===== src/rtl/grid_renderer.sv =====
// Tile-grid renderer: walks a rectangular region of the grid memory and paints each
// cell as a 2^CELL_LOG2 square of pixels, one pixel per cycle, with optional colour-key skip.
module grid_renderer #(
    parameter int GRID_W    = 40,
    parameter int GRID_H    = 30,
    parameter int GX_W      = 6,
    parameter int GY_W      = 5,
    parameter int CELL_LOG2 = 2,
    parameter int COLOUR_W  = 3,
    parameter int X_W       = 8,
    parameter int Y_W       = 7
) (
    input  logic                clock,
    input  logic                reset,
    input  logic                start,
    input  logic [GX_W-1:0]     rx0,
    input  logic [GX_W-1:0]     rx1,
    input  logic [GY_W-1:0]     ry0,
    input  logic [GY_W-1:0]     ry1,
    input  logic                skip_en,
    input  logic [COLOUR_W-1:0] skip_colour,
    output logic                busy,
    output logic                done,
    output logic [GX_W-1:0]     grid_x,
    output logic [GY_W-1:0]     grid_y,
    input  logic [COLOUR_W-1:0] grid_out,
    output logic [X_W-1:0]      vga_x,
    output logic [Y_W-1:0]      vga_y,
    output logic [COLOUR_W-1:0] vga_colour,
    output logic                vga_write
);

    localparam int PW = (CELL_LOG2 > 0) ? CELL_LOG2 : 1;
    localparam logic [PW-1:0] P_LAST = PW'((1 << CELL_LOG2) - 1);

    typedef enum logic [2:0] {
        IDLE  = 3'd0,
        FETCH = 3'd1,
        LATCH = 3'd2,
        DRAW  = 3'd3,
        NEXT  = 3'd4,
        DONE  = 3'd5
    } state_t;

    state_t              state_r;
    logic [GX_W-1:0]     rx0_r;
    logic [GX_W-1:0]     rx1_r;
    logic [GY_W-1:0]     ry0_r;
    logic [GY_W-1:0]     ry1_r;
    logic                skip_en_r;
    logic [COLOUR_W-1:0] skip_colour_r;
    logic [COLOUR_W-1:0] colour_r;
    logic [PW-1:0]       px_r;
    logic [PW-1:0]       py_r;

    logic                region_valid_s;
    logic [X_W-1:0]      base_x_s;
    logic [Y_W-1:0]      base_y_s;
    logic                row_end_s;
    logic                cell_end_s;
    logic [PW-1:0]       px_next_s;
    logic [PW-1:0]       py_next_s;

    // Bounds are compared at 32 bits so a GRID_W that fills GX_W cannot wrap.
    assign region_valid_s = (rx0 <= rx1) && (int'(rx1) < GRID_W) &&
                            (ry0 <= ry1) && (int'(ry1) < GRID_H);
    assign base_x_s   = X_W'(grid_x) << CELL_LOG2;
    assign base_y_s   = Y_W'(grid_y) << CELL_LOG2;
    assign row_end_s  = (px_r == P_LAST);
    assign cell_end_s = row_end_s && (py_r == P_LAST);
    assign px_next_s  = row_end_s ? {PW{1'b0}} : px_r + PW'(1);
    assign py_next_s  = row_end_s ? py_r + PW'(1) : py_r;

    // Render sequencer with all outputs registered alongside the state.
    always_ff @(posedge clock) begin
        if (reset) begin
            state_r       <= IDLE;
            busy          <= 1'b0;
            done          <= 1'b0;
            vga_write     <= 1'b0;
            grid_x        <= {GX_W{1'b0}};
            grid_y        <= {GY_W{1'b0}};
            vga_x         <= {X_W{1'b0}};
            vga_y         <= {Y_W{1'b0}};
            vga_colour    <= {COLOUR_W{1'b0}};
            px_r          <= {PW{1'b0}};
            py_r          <= {PW{1'b0}};
            rx0_r         <= {GX_W{1'b0}};
            rx1_r         <= {GX_W{1'b0}};
            ry0_r         <= {GY_W{1'b0}};
            ry1_r         <= {GY_W{1'b0}};
            skip_en_r     <= 1'b0;
            skip_colour_r <= {COLOUR_W{1'b0}};
            colour_r      <= {COLOUR_W{1'b0}};
        end else begin
            case (state_r)
                IDLE: begin
                    if (start) begin
                        rx0_r         <= rx0;
                        rx1_r         <= rx1;
                        ry0_r         <= ry0;
                        ry1_r         <= ry1;
                        skip_en_r     <= skip_en;
                        skip_colour_r <= skip_colour;
                        busy          <= 1'b1;
                        if (region_valid_s) begin
                            grid_x  <= rx0;
                            grid_y  <= ry0;
                            state_r <= FETCH;
                        end else begin
                            done    <= 1'b1;
                            state_r <= DONE;
                        end
                    end else begin
                        state_r <= IDLE;
                    end
                end
                FETCH: begin
                    state_r <= LATCH;
                end
                LATCH: begin
                    colour_r <= grid_out;
                    if (skip_en_r && (grid_out == skip_colour_r)) begin
                        state_r <= NEXT;
                    end else begin
                        px_r       <= {PW{1'b0}};
                        py_r       <= {PW{1'b0}};
                        vga_x      <= base_x_s;
                        vga_y      <= base_y_s;
                        vga_colour <= grid_out;
                        vga_write  <= 1'b1;
                        state_r    <= DRAW;
                    end
                end
                DRAW: begin
                    // Coordinates are precomputed so each pixel appears in the cycle it is written.
                    if (cell_end_s) begin
                        vga_write <= 1'b0;
                        state_r   <= NEXT;
                    end else begin
                        px_r  <= px_next_s;
                        py_r  <= py_next_s;
                        vga_x <= base_x_s + X_W'(px_next_s);
                        vga_y <= base_y_s + Y_W'(py_next_s);
                    end
                end
                NEXT: begin
                    if ((grid_x == rx1_r) && (grid_y == ry1_r)) begin
                        done    <= 1'b1;
                        state_r <= DONE;
                    end else if (grid_x == rx1_r) begin
                        grid_x  <= rx0_r;
                        grid_y  <= grid_y + GY_W'(1);
                        state_r <= FETCH;
                    end else begin
                        grid_x  <= grid_x + GX_W'(1);
                        state_r <= FETCH;
                    end
                end
                DONE: begin
                    done    <= 1'b0;
                    busy    <= 1'b0;
                    state_r <= IDLE;
                end
                default: begin
                    done      <= 1'b0;
                    busy      <= 1'b0;
                    vga_write <= 1'b0;
                    state_r   <= IDLE;
                end
            endcase
        end
    end

endmodule


===== config.mk =====
export PLATFORM = sky130hd
export DESIGN_NAME = grid_renderer
export DESIGN_NICKNAME = d
export VERILOG_FILES = /design/src/rtl/grid_renderer.sv
export SDC_FILE = /design/constraint.sdc
export NUM_CORES = 1
export LEC_CHECK = 0
export CELL_PAD_IN_SITES_DETAIL_PLACEMENT = 0
export CELL_PAD_IN_SITES_GLOBAL_PLACEMENT = 1
export CORE_UTILIZATION = 37
export DETAILED_ROUTE_END_ITERATION = 10
export PLACE_DENSITY = 0.86
export SLEW_MARGIN = 20
export SYNTH_ARGS = -nofsm -noshare
export SYNTH_HDL_FRONTEND = slang
export SYNTH_SLANG_ARGS = --single-unit

===== constraint.sdc =====
create_clock -name clock -period 2.7 [get_ports clock]
set_input_delay 0.405 -clock clock [delete_from_list [all_inputs] [get_ports clock]]
set_output_delay 0.405 -clock clock [all_outputs]
set_load 0.005 [all_outputs]

# Word-level counts from Yosys, hierarchy flattened
# Index checks and enable logic that the tools add are counted.
[word_totals]
inputBits = 32
reg_bits = 60
out_inout_bits = 32
[classes]
n_reduce_logical = 20
bitwise = 4
order_cmp = 4
n_eq_ne = 19
n_addsub = 6
mux = 38
[op_table]
columns = ["cell", "count"]
rows = [
  ["6-bit 2-to-1 mux", 4],
  ["5-bit 2-to-1 mux", 4],
  ["2-bit != test, second input constant", 9],
  ["8-bit 2-to-1 mux", 2],
  ["8-bit case mux with 2 select lines", 1],
  ["3-bit 2-to-1 mux", 5],
  ["3-bit case mux with 5 select lines", 1],
  ["7-bit 2-to-1 mux", 2],
  ["7-bit case mux with 2 select lines", 1],
  ["6-bit case mux with 2 select lines", 1],
  ["2-bit 2-to-1 mux", 5],
  ["5-bit case mux with 2 select lines", 1],
  ["8-bit by 2-bit adder with 8-bit output", 1],
  ["2-bit case mux with 2 select lines", 2],
  ["4-bit AND reduction", 2],
  ["4-bit OR reduction", 2],
  ["7-bit by 2-bit adder with 7-bit output", 1],
  ["6-bit by 1-bit adder with 6-bit output, second input constant", 1],
  ["3-bit by 2-bit == test with 1-bit output, second input constant", 2],
  ["3-bit == test, second input constant", 2],
  ["6-bit == test", 1],
  ["6-bit <= comparator", 1],
  ["1-bit logical AND", 6],
  ["6-bit less-than comparator, second input constant", 1],
  ["18 further kinds", 33],
]

# Longest topological paths before layout
[depth]
depth_word = 7
mapped_depth = 9
mapped_depth_nobuf = 8

# Worst setup path before layout
# Ideal clock, no wire load.
[synth_timing]
kind = "in2reg"
start = "input ry1[4]"
end = "register grid_y[0]"
path_slack_ns = 0.583
required_ns = 2.630
setup_time_ns = 0.070
arrival_ns = 2.047
cell_stages = 7
n_path_buf = 0
path_cell_list = "inv_1 > ha_1 > nand4_1 > o32ai_1 > a2111oi_2 > or4_1 > a21oi_1"
[synth_between]
elab_chain_len = 5
word_cells_on_any_way = 6
[synth_rtl]
columns = ["element", "line_no", "text"]
rows = [
  ["start: declaration", "19", "input logic [GY_W-1:0] ry1,"],
  ["5-bit <= comparator", "66", "(ry0 <= ry1) && (int'(ry1) < GRID_H);"],
  ["1-bit logical AND", "65", "assign region_valid_s = (rx0 <= rx1) && (int'(rx1) < GRID_W) &&"],
  ["1-bit logical AND (*)", "66", ""],
  ["2-bit != test (no source line) (*)", "--", ""],
  ["5-bit AND reduction (no source line) (*)", "--", ""],
  ["end signal: assignment", "82", "grid_y <= {GY_W{1'b0}};"],
  ["end signal: assignment", "108", "grid_y <= ry0;"],
  ["end signal: assignment", "153", "grid_y <= grid_y + GY_W'(1);"],
  ["end: declaration", "25", "output logic [GY_W-1:0] grid_y,"],
]
# Every way passes the cells marked *; elsewhere a longest branch is shown, timed or not.
# A chain may end at the register's enable or synchronous reset.

# Final worst setup path
[layout_timing]
start = "input ry1[2]"
end = "register grid_y[1]"
# Same word-level chain as after synthesis.

==> flow_summary.yaml <==
global_route:
  grt_pass1_wl_um: 12900
  antenna_found_initial: 0
  grt_usage_pct: 19.1
  gr-total-overflow: 0
  grt_pass1_vias: 2754
  grt_max_degree: 37
sta:
  clock_skew_ps: 8.94
  postLayoutSetupSlackWorst_ps: 279
  rsz0062_at_grt: "no"
  slew_violations: 0
  fin_crit_sh_pct: 89.7
  fmax_ghz: 0.413
  fin_tns_setup_ps: 0
  worst_pin_slew_ps: 645
  hold_viol: 0
  maxSlewHeadroom_pct: 57.0
  timing.final.crit_period_ps: 2420
  setup_viol: 0
worst_setup_path:
  worst_ep_required_time_ps: 2900
  crit_path_end_kind: "flop"
  critPathTopFamily: "compound AO/OA/AOI/OAI gates"
  critPathMaxFanout: 6
  crit_buf_inv: 3
  ff2ff_path_depth: 6
  slowest_delay_ps: 490
  path_cells: "clkdlybuf4s50_1, inv_1, ha_1, nand4_1, o21ai_1, o32ai_1, buf_4, a2111oi_4, nor2_1, a311oi_1"
  critical_path_cell_count: 10
  startpoint_type: "input port"
  cp_slowest_cell: "clkdlybuf4s50_1"
  worstPathArrival_ps: 2630
  critical_path_class: "input port to flop"
detailed_routing:
  vias_per_cell: 5.20
  ant_nets: 0
  drtIter0Drc: 119
  m1WireLength_um: 3640
  drc_errors: 0
  dr.max_layer_used: "met4"
  wirelength_um: 7750
  wl_met2_um: 3780
  vias: 2919
  dr_wl_met3_um: 281
  drt-wirelength-per-cell_um: 13.8
  firstDrtPassIters: 4
clocking:
  htreeDepth: 2
  clockBufferDepth: 2
  postCtsSetupBuffers: 0
  clockRootBuffer: "clkbuf_8"
  cts_tree: "done"
  cts_buffers: 5
  clkLatencyLatePin_ps: 300
  clkTransAtPathRegs_ps: 90
  clkSinkCount: 56
floorplan:
  pin_count: 64
  fp-row-count: 32
  design.core.area_sq_um: 7690
  die-area_sq_um: 8290
  dieWidth_um: 91.0
  initial_utilization_pct: 38.2
  die_y_um: 91.0
synthesis:
  synth_area_leader_cell: "dfxtp_1"
  synth.area.top_cells: "dfxtp_1, nand2_1, a21oi_1"
  synth_common_cells: "nand2_1, a21oi_1, dfxtp_1"
  async_flop_share_pct: 0
  netlist_instances: 381
  yosysMostFrequentCell: "nand2_1"
  avgSynthCellArea_sq_um: 7.70
  ys.flop_type: "dfxtp_1"
  ys_warn_count: 0
  synth_top_area_share_pct: 38.2
  syn_nets: 428
  ys_seq_area_share_pct: 38.2
  synth_seq_cells: 56
  ys_types: 45
  synth-edff-count: 0
  synthesis.area_sq_um: 2930
final_layout:
  final_nets: 507
  final_area_sq_um: 3940
  antennaDiodeCount: 0
  drive_above_1_share_pct: 10.0
  final.fill_count: 769
  final_cells: 561
  syn_to_final_growth_pct: 34.4
power:
  seqPwrFrac_pct: 38.6
  p_int_mw: 1.80
  comb_power_share_pct: 43.7
  p_leak_nw: 1.57
  swShare_pct: 38.6
  switchingPower_mw: 1.13
  clkPwrFrac_pct: 17.8
  power.total_mw: 2.94
  powerDensity_nw_per_um2: 745
  ir_drop_mv: 0.296
job:
  drv_cap: 0
place:
  place_inst: 555
  dp_hpwl_um: 5830
  port_buffers: 63
  dp_slack_ps: -127
  gp_congestion: 0.827
  place_area_sq_um: 3820
hold_path:
  hold_depth: 2
  hold_path_class: "flop to flop"
run_status:
  status: "completed"
[through the flow]
stage	hold slack, ps	util (%)
finish	457	51.3
global route	477	51.3
CTS	460	51.0
detailed placement	447	49.7
global placement	439	49.7
floorplan	437	-
[power by group through the flow]
stage	registers, mW	clock network [mW]	logic [mW]
2_1_floorplan	1.09	0	0.809
3_3_place_gp	1.14	0	1.23
3_5_place_dp	1.15	0	1.25
4_1_cts	1.13	0.534	1.27
5_1_grt	1.15	0.570	1.40
6_report	1.13	0.521	1.28
[worst paths after layout]
path,endpoint,slack [ps],from
max,grid_y[1],280,ry1[2]
min,vga_x[2],460,vga_x[2]
max reg2reg,grid_y[0],390,grid_x[1]
min reg2reg,vga_x[2],460,vga_x[2]
[routing by layer]
| metal | global-route usage, % | vias up |
|---|---|---|
| li1 | - | 1476 |
| met1 | 24.7 | 1375 |
| met2 | 33.5 | 63 |
| met3 | 2.93 | 5 |
| met4 | 3.70 | 0 |
| met5 | 0 | - |
[cells in the final DEF (no fill, tap or decap), types with 2 or more instances in the layout]
cell type	netlist	final
and2_1	3	3
a211oi_1	2	2
ha_1	15	15
clkbuf_8	0	5
o21ai_0	2	2
xnor2_1	6	6
dfxtp_1	56	56
buf_4	0	32
nor2_1	17	17
nand3b_1	2	2
nor3b_1	2	2
o31ai_1	2	2
o311ai_1	2	2
a311oi_1	3	3
nor2b_1	2	2
nand3_1	20	20
inv_1	17	17
or4_1	3	3
xor2_1	12	12
a21oi_1	56	56
nand2_1	93	93
a21o_1	4	4
o21ai_1	5	5
nor3_1	7	7
clkdlybuf4s50_1	0	62
a31o_1	4	4
nand4_1	5	5
[sequential cells by signal, summed over array words and instances, names as in the netlist]
register,flops
ry1_r,5
skip_en_r,1
state_r,3
vga_x,8
rx0_r,6
rx1_r,6
grid_x,6
skip_colour_r,3
grid_y,5
done,1
vga_write,1
vga_y,7
vga_colour,3
busy,1
[layout make-up]
| cell class | instances | area, sq um | share of cell area (%) |
|---|---|---|---|
| clock inverter | 1 | 30.0 | 0.762 |
| inverter | 17 | 63.8 | 1.62 |
| tap | 102 | 128 | 3.24 |
| multi-input combinational | 285 | 1670 | 42.2 |
| clock buffer | 5 | 68.8 | 1.75 |
| timing repair buffer | 95 | 866 | 22.0 |
| sequential | 56 | 1120 | 28.4 |
[kinds of logic after synthesis]
family	after synthesis	synth area share (%)
buf+inv	40	5.67
compound gates	93	20.1
fa+ha+maj	15	6.40
xor+xnor	18	5.38
flops	56	38.2
simple gates	159	24.3
[what timing repair did]
action / 4_1_cts / 5_1_grt
setup endpoints to repair: 0 / 4
hold buffers: 0 / 0
resized for setup: 0 / 2
[tightest hold or removal path, stage by stage, from the launching register on]
cell	delay [ps]
dfxtp_1	320
nand2_1	50
a21oi_1	50
Power figures use the tool's default switching activity.
